<file path="src/rtl/uart_tx_framer.sv">
// UART transmit framer: start bit, 5..DATA_W_MAX data bits LSB-first, optional parity, 1 or 2 stop bits.
// Optional line-break feature (break_i) is compiled in when UART_TX_BREAK_EN is defined.
module uart_tx_framer #(
  parameter int DATA_W_MAX = 9,
  parameter int OVERSAMPLE = 16
) (
  input  logic                  clk,
  input  logic                  reset_n,
  input  logic                  tx_en_i,
  input  logic                  tick_i,
`ifdef UART_TX_BREAK_EN
  input  logic                  break_i,
`endif
  input  logic [DATA_W_MAX-1:0] data_i,
  input  logic                  data_valid_i,
  output logic                  data_ready_o,
  input  logic [3:0]            data_bits_i,
  input  logic [2:0]            parity_mode_i,
  input  logic                  stop_bits_i,
  output logic                  tx_o,
  output logic                  busy_o,
  output logic                  tx_finish_o
);

  localparam int TW = (OVERSAMPLE > 1) ? $clog2(OVERSAMPLE) : 1;
  localparam logic [TW-1:0] TICK_LAST = TW'(OVERSAMPLE - 1);

  typedef enum logic [2:0] {
    S_IDLE,
    S_START,
    S_DATA,
    S_PARITY,
    S_STOP,
    S_FINISH
  } state_t;

  state_t                state_q, state_d;
  logic [TW-1:0]         tick_q, tick_d;
  logic [3:0]            bit_q, bit_d;
  logic                  ready_q, ready_d;
  logic                  tx_q, tx_d;
  logic [DATA_W_MAX-1:0] shift_q, shift_d;
  logic [3:0]            nbits_q, nbits_d;
  logic                  par_en_q, par_en_d;
  logic                  par_bit_q, par_bit_d;
  logic                  stop2_q, stop2_d;

  logic brk;
  logic accept;
  logic counting;
  logic bit_end;
  logic [3:0] nbits_in;

`ifdef UART_TX_BREAK_EN
  assign brk = break_i;
`else
  assign brk = 1'b0;
`endif

  function automatic logic [3:0] clamp_bits(input logic [3:0] b);
    if (b < 4'd5) return 4'd5;
    if (b > 4'(DATA_W_MAX)) return 4'(DATA_W_MAX);
    return b;
  endfunction

  // Only the active data bits take part; upper bits of a short character are ignored.
  function automatic logic calc_parity(input logic [DATA_W_MAX-1:0] d,
                                       input logic [3:0] nbits,
                                       input logic [2:0] mode);
    logic x;
    x = 1'b0;
    for (int i = 0; i < DATA_W_MAX; i++) begin
      if (i < int'(nbits)) x = x ^ d[i];
    end
    case (mode)
      3'd1:    return x;
      3'd2:    return ~x;
      3'd3:    return 1'b1;
      default: return 1'b0;
    endcase
  endfunction

  assign data_ready_o = ready_q & tx_en_i & ~brk;
  assign accept       = data_valid_i & data_ready_o;
  assign counting     = (state_q == S_START) || (state_q == S_DATA) ||
                        (state_q == S_PARITY) || (state_q == S_STOP);
  assign bit_end      = counting & tick_i & (tick_q == TICK_LAST);
  assign nbits_in     = clamp_bits(data_bits_i);

  always_comb begin
    state_d   = state_q;
    tick_d    = tick_q;
    bit_d     = bit_q;
    shift_d   = shift_q;
    nbits_d   = nbits_q;
    par_en_d  = par_en_q;
    par_bit_d = par_bit_q;
    stop2_d   = stop2_q;
    ready_d   = (state_q == S_IDLE) & ~accept & ~brk;
    tx_d      = 1'b1;

    if (counting && tick_i) tick_d = bit_end ? '0 : tick_q + 1'b1;

    case (state_q)
      S_IDLE: begin
        if (accept) begin
          shift_d   = data_i;
          nbits_d   = nbits_in;
          par_en_d  = (parity_mode_i >= 3'd1) && (parity_mode_i <= 3'd4);
          par_bit_d = calc_parity(data_i, nbits_in, parity_mode_i);
          stop2_d   = stop_bits_i;
          tick_d    = '0;
          bit_d     = '0;
          state_d   = S_START;
        end
      end
      S_START: begin
        if (bit_end) state_d = S_DATA;
      end
      S_DATA: begin
        if (bit_end) begin
          if (bit_q == nbits_q - 4'd1) begin
            bit_d   = '0;
            state_d = par_en_q ? S_PARITY : S_STOP;
          end else begin
            bit_d   = bit_q + 4'd1;
            shift_d = shift_q >> 1;
          end
        end
      end
      S_PARITY: begin
        if (bit_end) begin
          bit_d   = '0;
          state_d = S_STOP;
        end
      end
      S_STOP: begin
        // Second stop bit reuses the bit counter as a one-bit extension.
        if (bit_end) begin
          if (stop2_q && (bit_q == 4'd0)) bit_d = 4'd1;
          else state_d = S_FINISH;
        end
      end
      S_FINISH: state_d = S_IDLE;
      default:  state_d = S_IDLE;
    endcase

    // Line level is registered from the next state so tx_o changes with the state.
    case (state_d)
      S_IDLE:   tx_d = ~brk;
      S_START:  tx_d = 1'b0;
      S_DATA:   tx_d = shift_d[0];
      S_PARITY: tx_d = par_bit_q;
      default:  tx_d = 1'b1;
    endcase
  end

  always_ff @(posedge clk or negedge reset_n) begin
    if (!reset_n) begin
      state_q <= S_IDLE;
      tick_q  <= '0;
      bit_q   <= '0;
      ready_q <= 1'b0;
      tx_q    <= 1'b1;
    end else begin
      state_q <= state_d;
      tick_q  <= tick_d;
      bit_q   <= bit_d;
      ready_q <= ready_d;
      tx_q    <= tx_d;
    end
  end

  always_ff @(posedge clk) begin
    shift_q   <= shift_d;
    nbits_q   <= nbits_d;
    par_en_q  <= par_en_d;
    par_bit_q <= par_bit_d;
    stop2_q   <= stop2_d;
  end

  assign tx_o        = tx_q;
  assign busy_o      = (state_q != S_IDLE) | brk;
  assign tx_finish_o = (state_q == S_FINISH);

endmodule

</file>
<file path="config.mk">
export PLATFORM = sky130hd
export DESIGN_NAME = uart_tx_framer
export DESIGN_NICKNAME = d
export VERILOG_FILES = /design/src/rtl/uart_tx_framer.sv
export SDC_FILE = /design/constraint.sdc
export NUM_CORES = 1
export LEC_CHECK = 0
export ABC_CLOCK_PERIOD_IN_PS = 2800
export CAP_MARGIN = 20
export CORE_AREA = 10 10 82 84
export DETAILED_ROUTE_END_ITERATION = 8
export DIE_AREA = 0 0 92 94
export PLACE_DENSITY = 0.5
export SLEW_MARGIN = 20
export SYNTH_ARGS = -nofsm -noshare
export SYNTH_HDL_FRONTEND = slang
export SYNTH_SLANG_ARGS = --single-unit
</file>
<file path="constraint.sdc">
create_clock -name clk -period 2.8 [get_ports clk]
set_input_delay 0.56 -clock clk [delete_from_list [all_inputs] [get_ports clk]]
set_output_delay 0.56 -clock clk [all_outputs]
set_load 0.005 [all_outputs]
</file>
==> metrics.txt <==
area of placed instances=between 2000 and 2500 um2; Post-CTS Setup Bufs=0; Synth Area in Compound Gates=0.164; CTS clk-pin slew, worst paths=0.06 ns; Total GRT Usage=0.0908; share of cells above drive strength 1=0.108; DRC Markers=0; VDD IR-drop max=0.000193 V; 1st-pass router iterations=4; initial antenna violation count=0; NetSw=roughly 0.00043 W; Seq/Total Area, Yosys=0.473; clk_lat worst skew=0.27 ns; Worst Path Required=2.24 ns; clock skew=0.00445 ns; Max Slew Vio Count=0; Leakage=0.812 nW; Syn Nets=188; wire per inst=~14 um; final non-filler cell area=2100 um2; Post-CTS Hold Fix Bufs=0; commonest non-fill, non-tap cell in the layout=clkdlybuf4s50_1; endpoint class of the critical path=output pin; Power, Total=0.00131 W; period utilisation layout=0.822; fin util=0.414; grt met3 use=0.0384; Global Route met1 Usage=0.0958; Synth Area in Simple Gates=0.186; internal power=around 0.0009 W; Tmin final=between 2 and 2.5 ns; CP startpoint kind=flop; GRT overflow=0; ANT cells=0; final hold vios=0; reg2reg setup slack=0.74 ns; DP Cell Count=257; worst hold path class=flop to flop; Synth warnings=0; average size of a mapped cell=10.4 um2; CTS resizes=0; total CTS buffers=5; PwrDens=about 620 nW/um2; DRT Wirelength=3800 um; largest family of logic cells by synthesized area=simple AND/OR/NAND/NOR gates; initial core utilization=0.332; M2 GR Usage=0.155; core box area=between 5000 and 6000 um2; vias in the first global route=1,415; Post-Syn Instances=around 160; R2R cell count=6; P&R area growth vs syn=24.8%; post-route non-filler standard cell count=265; xor/xnor cell area share of the yosys netlist=0.0758; hold path cells=2; CTS tree=done; Synth area leader=edfxtp_1; Logic pwr share=0.296; EDFF count, synth=15; Cell Rows=26; Worst-Margin Slew=0.612 ns; Sink Count=29; CTS H-tree lvls=2; I/O pins=26; maxcap violations=0; CP Data Arrival Time=around 1.7 ns; die area=8650 um2; vias=1,321; gr busiest metal=met2; global-route wire length before repair=6310 um; Synth Flop Type=edfxtp_1; largest net degree at the start of global routing=14; Setup CP Type=flop to output pin; Final Net Count=220; hpwl dp=3020 um; setup TNS=0 ns; #FFs+latches synth=29; Routed Antenna Nets=0; Worst R2R End=tx_o; Slew headroom=0.591; Reg-to-Reg Start=tick_q[0]; RSZ-0062 raised after global routing=false; Reg area=approximately 800 um2; FMAX=around 430 MHz; Sequential Power Share=0.463; synth unique cells=49; vias per cell=4.98; area share of the largest cell type after synthesis=0.267; Synth Cell Area=1680 um2; Hold Crit Endpoint=shift_q[0]; min-delay src=shift_q[0]; sw frac=0.329; adder-cell area share of the yosys netlist=0.0297; Layout fillers=521; routability cong.=0.849; chip width=92 um; CP Max Fanout=9; area occupied by multi-input gates=818 um2; Clk pwr share=0.241; IO buf count=25; CTS Buffer Depth=2; final setup fails=0; Starting DRT DRC Count=64; FFs w/ async S/R, synth=0.448; highest-count cells in the layout ignoring fill and taps=25 x clkdlybuf4s50_1, 15 x edfxtp_1, 12 x nor2_1, 12 x dfrtp_1; mux cell area share after synthesis=0.0297; Root Driver=clkbuf_8; Die Ht=94 um; main area contributors after synthesis=edfxtp_1 27%, dfrtp_1 18%, a22o_1 4.2%; status=completed
==> registers in the layout, indices dropped and copies added (netlist names) <==
| register | cells |
|---|---|
| bit_q | 4 |
| nbits_q | 4 |
| par_bit_q | 1 |
| par_en_q | 1 |
| ready_q | 1 |
| shift_q | 9 |
| state_q | 3 |
| stop2_q | 1 |
| tick_q | 4 |
| tx_o | 1 |
==> cells in the mapped netlist (all sizes together) (2+ instances only) <==
cell type / number
a21oi: 11
o21ai: 11
nor3: 6
nand2: 10
edfxtp: 15
ha: 4
a22o: 8
xnor2: 7
xor2: 5
inv: 8
or3: 2
mux2i: 5
buf: 4
dfrtp: 12
nor2: 14
o31ai: 2
a22oi: 2
nand2b: 4
and2: 3
nand3: 6
and3: 3
==> critical path: stages (launching register included) <==
cell             delay (ns)
dfrtp_1                0.46
or3_1                  0.52
clkdlybuf4s50_1        0.49
==> through the flow <==
stage	setup slack, ns	hold slack [ns]
after floorplan	0.778	0.264
final	0.498	0.532
after global placement	0.332	0.505
after detailed placement	0.268	0.525
after CTS	0.474	0.543
after global routing	0.416	0.564
==> final cells by class <==
cell class,instances,share of cell area
inverters,8,0.0143
multi-input cells,120,0.389
flip-flops and latches,29,0.379
repair buffers,30,0.137
clock inverters,3,0.00595
clock buffers,5,0.0327
well taps,70,0.0417
==> layer usage <==
metal	vias up	share of wire
li1	659	-
met1	628	0.44
met2	28	0.49
met3	6	0.053
met4	0	0.020
met5	-	0
==> how the worst max path moves through the flow <==
stage / cells past startpoint / slack (ns) / from / endpoint
after floorplan: 6 / 0.78 / state_q[0] / shift_q[1]
final: 2 / 0.50 / state_q[0] / busy_o
after CTS: 2 / 0.47 / state_q[0] / busy_o
after global routing: 6 / 0.42 / tick_i / shift_q[1]
after global placement: 7 / 0.33 / data_bits_i[0] / par_bit_q
after detailed placement: 7 / 0.27 / data_bits_i[0] / par_bit_q
==> power groups by stage <==
stage          Combinational [W]  Clock [W]  Sequential, W
5_1_grt                 0.000435   0.000353       0.000621
6_report                0.000388   0.000316       0.000608
3_3_place_gp            0.000377          0       0.000611
4_1_cts                 0.000392   0.000331       0.000608
3_5_place_dp            0.000389          0       0.000616
2_1_floorplan           0.000305          0       0.000579
==> kinds of logic after synthesis <==
| logic type | count (synthesis) |
|---|---|
| multiplexers | 5 |
| AND/OR/NAND/NOR | 56 |
| XOR/XNOR | 13 |
| adder cells (fa/ha/maj) | 4 |
| buffers and inverters | 13 |
| flip-flops | 29 |
| AO/OA/AOI/OAI | 42 |
Note: power is estimated with default switching activity, not from simulation.
==> patch: new RTL, same flow settings <==
Change the parameter `OVERSAMPLE` from 16 to 8.
--- a/src/rtl/uart_tx_framer.sv
+++ b/src/rtl/uart_tx_framer.sv
@@ -4,3 +4,3 @@
   parameter int DATA_W_MAX = 9,
-  parameter int OVERSAMPLE = 16
+  parameter int OVERSAMPLE = 8
 ) (
Check against the original RTL: same outputs for any inputs over 10 cycles, from zero or initial values and one cycle with reset_n low; that may be too few to reach the edited logic, so the function may still have changed.
==> patch against the original RTL <==
  * Routed wire length down 6.9%
  * Synthesized area down 3.1%
  * Sequential power down 2%
  * Register-to-register slack worse by 0.09 ns
  * Worst setup slack worse by 0.0096 ns
  * Core utilization down 1.9 points
  * Total power down 2.7%
  * Design area down 4.7%
  * Sequential cell count down 1
  * Highest routed layer unchanged
==> patch: results (changes against the original RTL) <==
post-CTS sizing: 0 (unchanged)
ys async rst share: 0.429 (was 0.448)
final net count: 203 (was 220)
Post-synth top flop: edfxtp_1 (unchanged)
CP arrival: 1.75 ns
HPWL after detailed placement: 2.85 mm (was 3.02 mm)
Worst-path clk slew: 0.10 ns (was 0.06 ns)
via-per-instance ratio: 5.00 (was 4.98)
layout cells sized above 1: 0.109 (was 0.108)
status: completed (unchanged)
leading area contributor after synthesis: edfxtp_1 (unchanged)
Post-CTS Setup Repair Bufs: 0 (unchanged)
instance area at placement: 0.00195 mm^2 (was 0.00202 mm^2)
First DRT Iteration DRCs: 75 (was 64)
synth top area cells: edfxtp_1 (28%), dfrtp_1 (17%), a22o_1 (4.3%) (was edfxtp_1 (27%), dfrtp_1 (18%), a22o_1 (4.2%))
Seq/Total Area, Yosys: 0.473 (about the same)
number of global-route vias before repair: 1330 (was 1415)
met3 GRT Util: 0.0240 (was 0.0384)
GR Util met1: 0.104 (was 0.0958)
Total GRT Usage: 0.0861 (was 0.0908)
GPL Wtd Cong: 0.884 (was 0.849)
M2 GR Usage: 0.139 (was 0.155)
Setup crit start: state_q[1] (was state_q[0])
Worst R2R Path Depth: 8 (was 6)
leakage: 0.786 nW (was 0.812 nW)
crit path max fanout: 13 (was 9)
first-pass GRT wire length: 6.11 mm (was 6.31 mm)
R2R setup slack: 0.65 ns (was 0.74 ns)
wire length per cell: 14.4 um (was 14.3 um)
synth cell count leaders: edfxtp_1 (15), nor2_1 (13), inv_1 (12), dfrtp_1 (11), o21ai_0 (9) (was edfxtp_1 (15), dfrtp_1 (12), nor2_1 (12), a21oi_1 (11), o21ai_0 (11))
CTS Buf Count: 3 (was 5)
synth unique cells: 46 (was 49)
maximum VDD drop: 0.192 mV (was 0.193 mV)
measured slew at the worst slew-check pin: 0.579 ns (was 0.612 ns)
## patch: kinds of logic (layout without fill, tap and decap cells)
logic type	Yosys count	count (layout)	share of synthesized area
muxes	2	2	0.0123
and+or+nand+nor	47	47	0.159
buffers and inverters	17	43	0.0498
xor gates and xnor gates	13	13	0.0959
DFF	28	28	0.473
AOI/OAI and AO/OA	37	37	0.172
adders and majority gates	5	5	0.0383
## patch: final cells by class
cell class	instances	area, um^2
repair buffers	27	265
flip-flops and latches	28	772
fillers	530	3070
multi-input cells	104	778
inverters	12	45.0
well taps	70	87.6
clock buffers	4	55.1
## patch: worst max-delay path, stage by stage, from the launching register on
cell             delay [ns]
dfrtp_1                0.53
nor3_2                 0.39
inv_1                  0.10
clkdlybuf4s50_1        0.47
## patch: stage by stage
stage	power [mW]	setup WS [ns]	utilization	hold WS (ns)	instances
after global routing	1.37	0.365	0.395	0.481	245
after detailed placement	1.03	0.354	0.384	0.440	241
final	1.28	0.489	0.395	0.459	245
after CTS	1.29	0.472	0.395	0.464	245
after global placement	1.02	0.375	0.384	0.439	241
after floorplan	0.906	0.903	-	0.264	149
## patch: how the worst min path moves through the flow
stage	startpoint	slack [ns]	cells after the start	to
after floorplan	reset_n	0.26	0	bit_q[0]
after global placement	shift_q[0]	0.44	2	shift_q[0]
after detailed placement	shift_q[0]	0.44	2	shift_q[0]
after CTS	shift_q[0]	0.46	2	shift_q[0]
after global routing	shift_q[0]	0.48	2	shift_q[0]
final	shift_q[0]	0.46	2	shift_q[0]
## patch: layer usage
| metal | vias to the layer above | wire length (um) |
|---|---|---|
| met5 | - | 0 |
| met2 | 36 | 1680 |
| li1 | 595 | - |
| met4 | 0 | 64 |
| met1 | 589 | 1620 |
| met3 | 6 | 170 |
## patch: power breakdown
group | internal [mW] | switching, mW
clock network | 0.126 | 0.130
registers | 0.516 | 0.0817
logic | 0.213 | 0.210
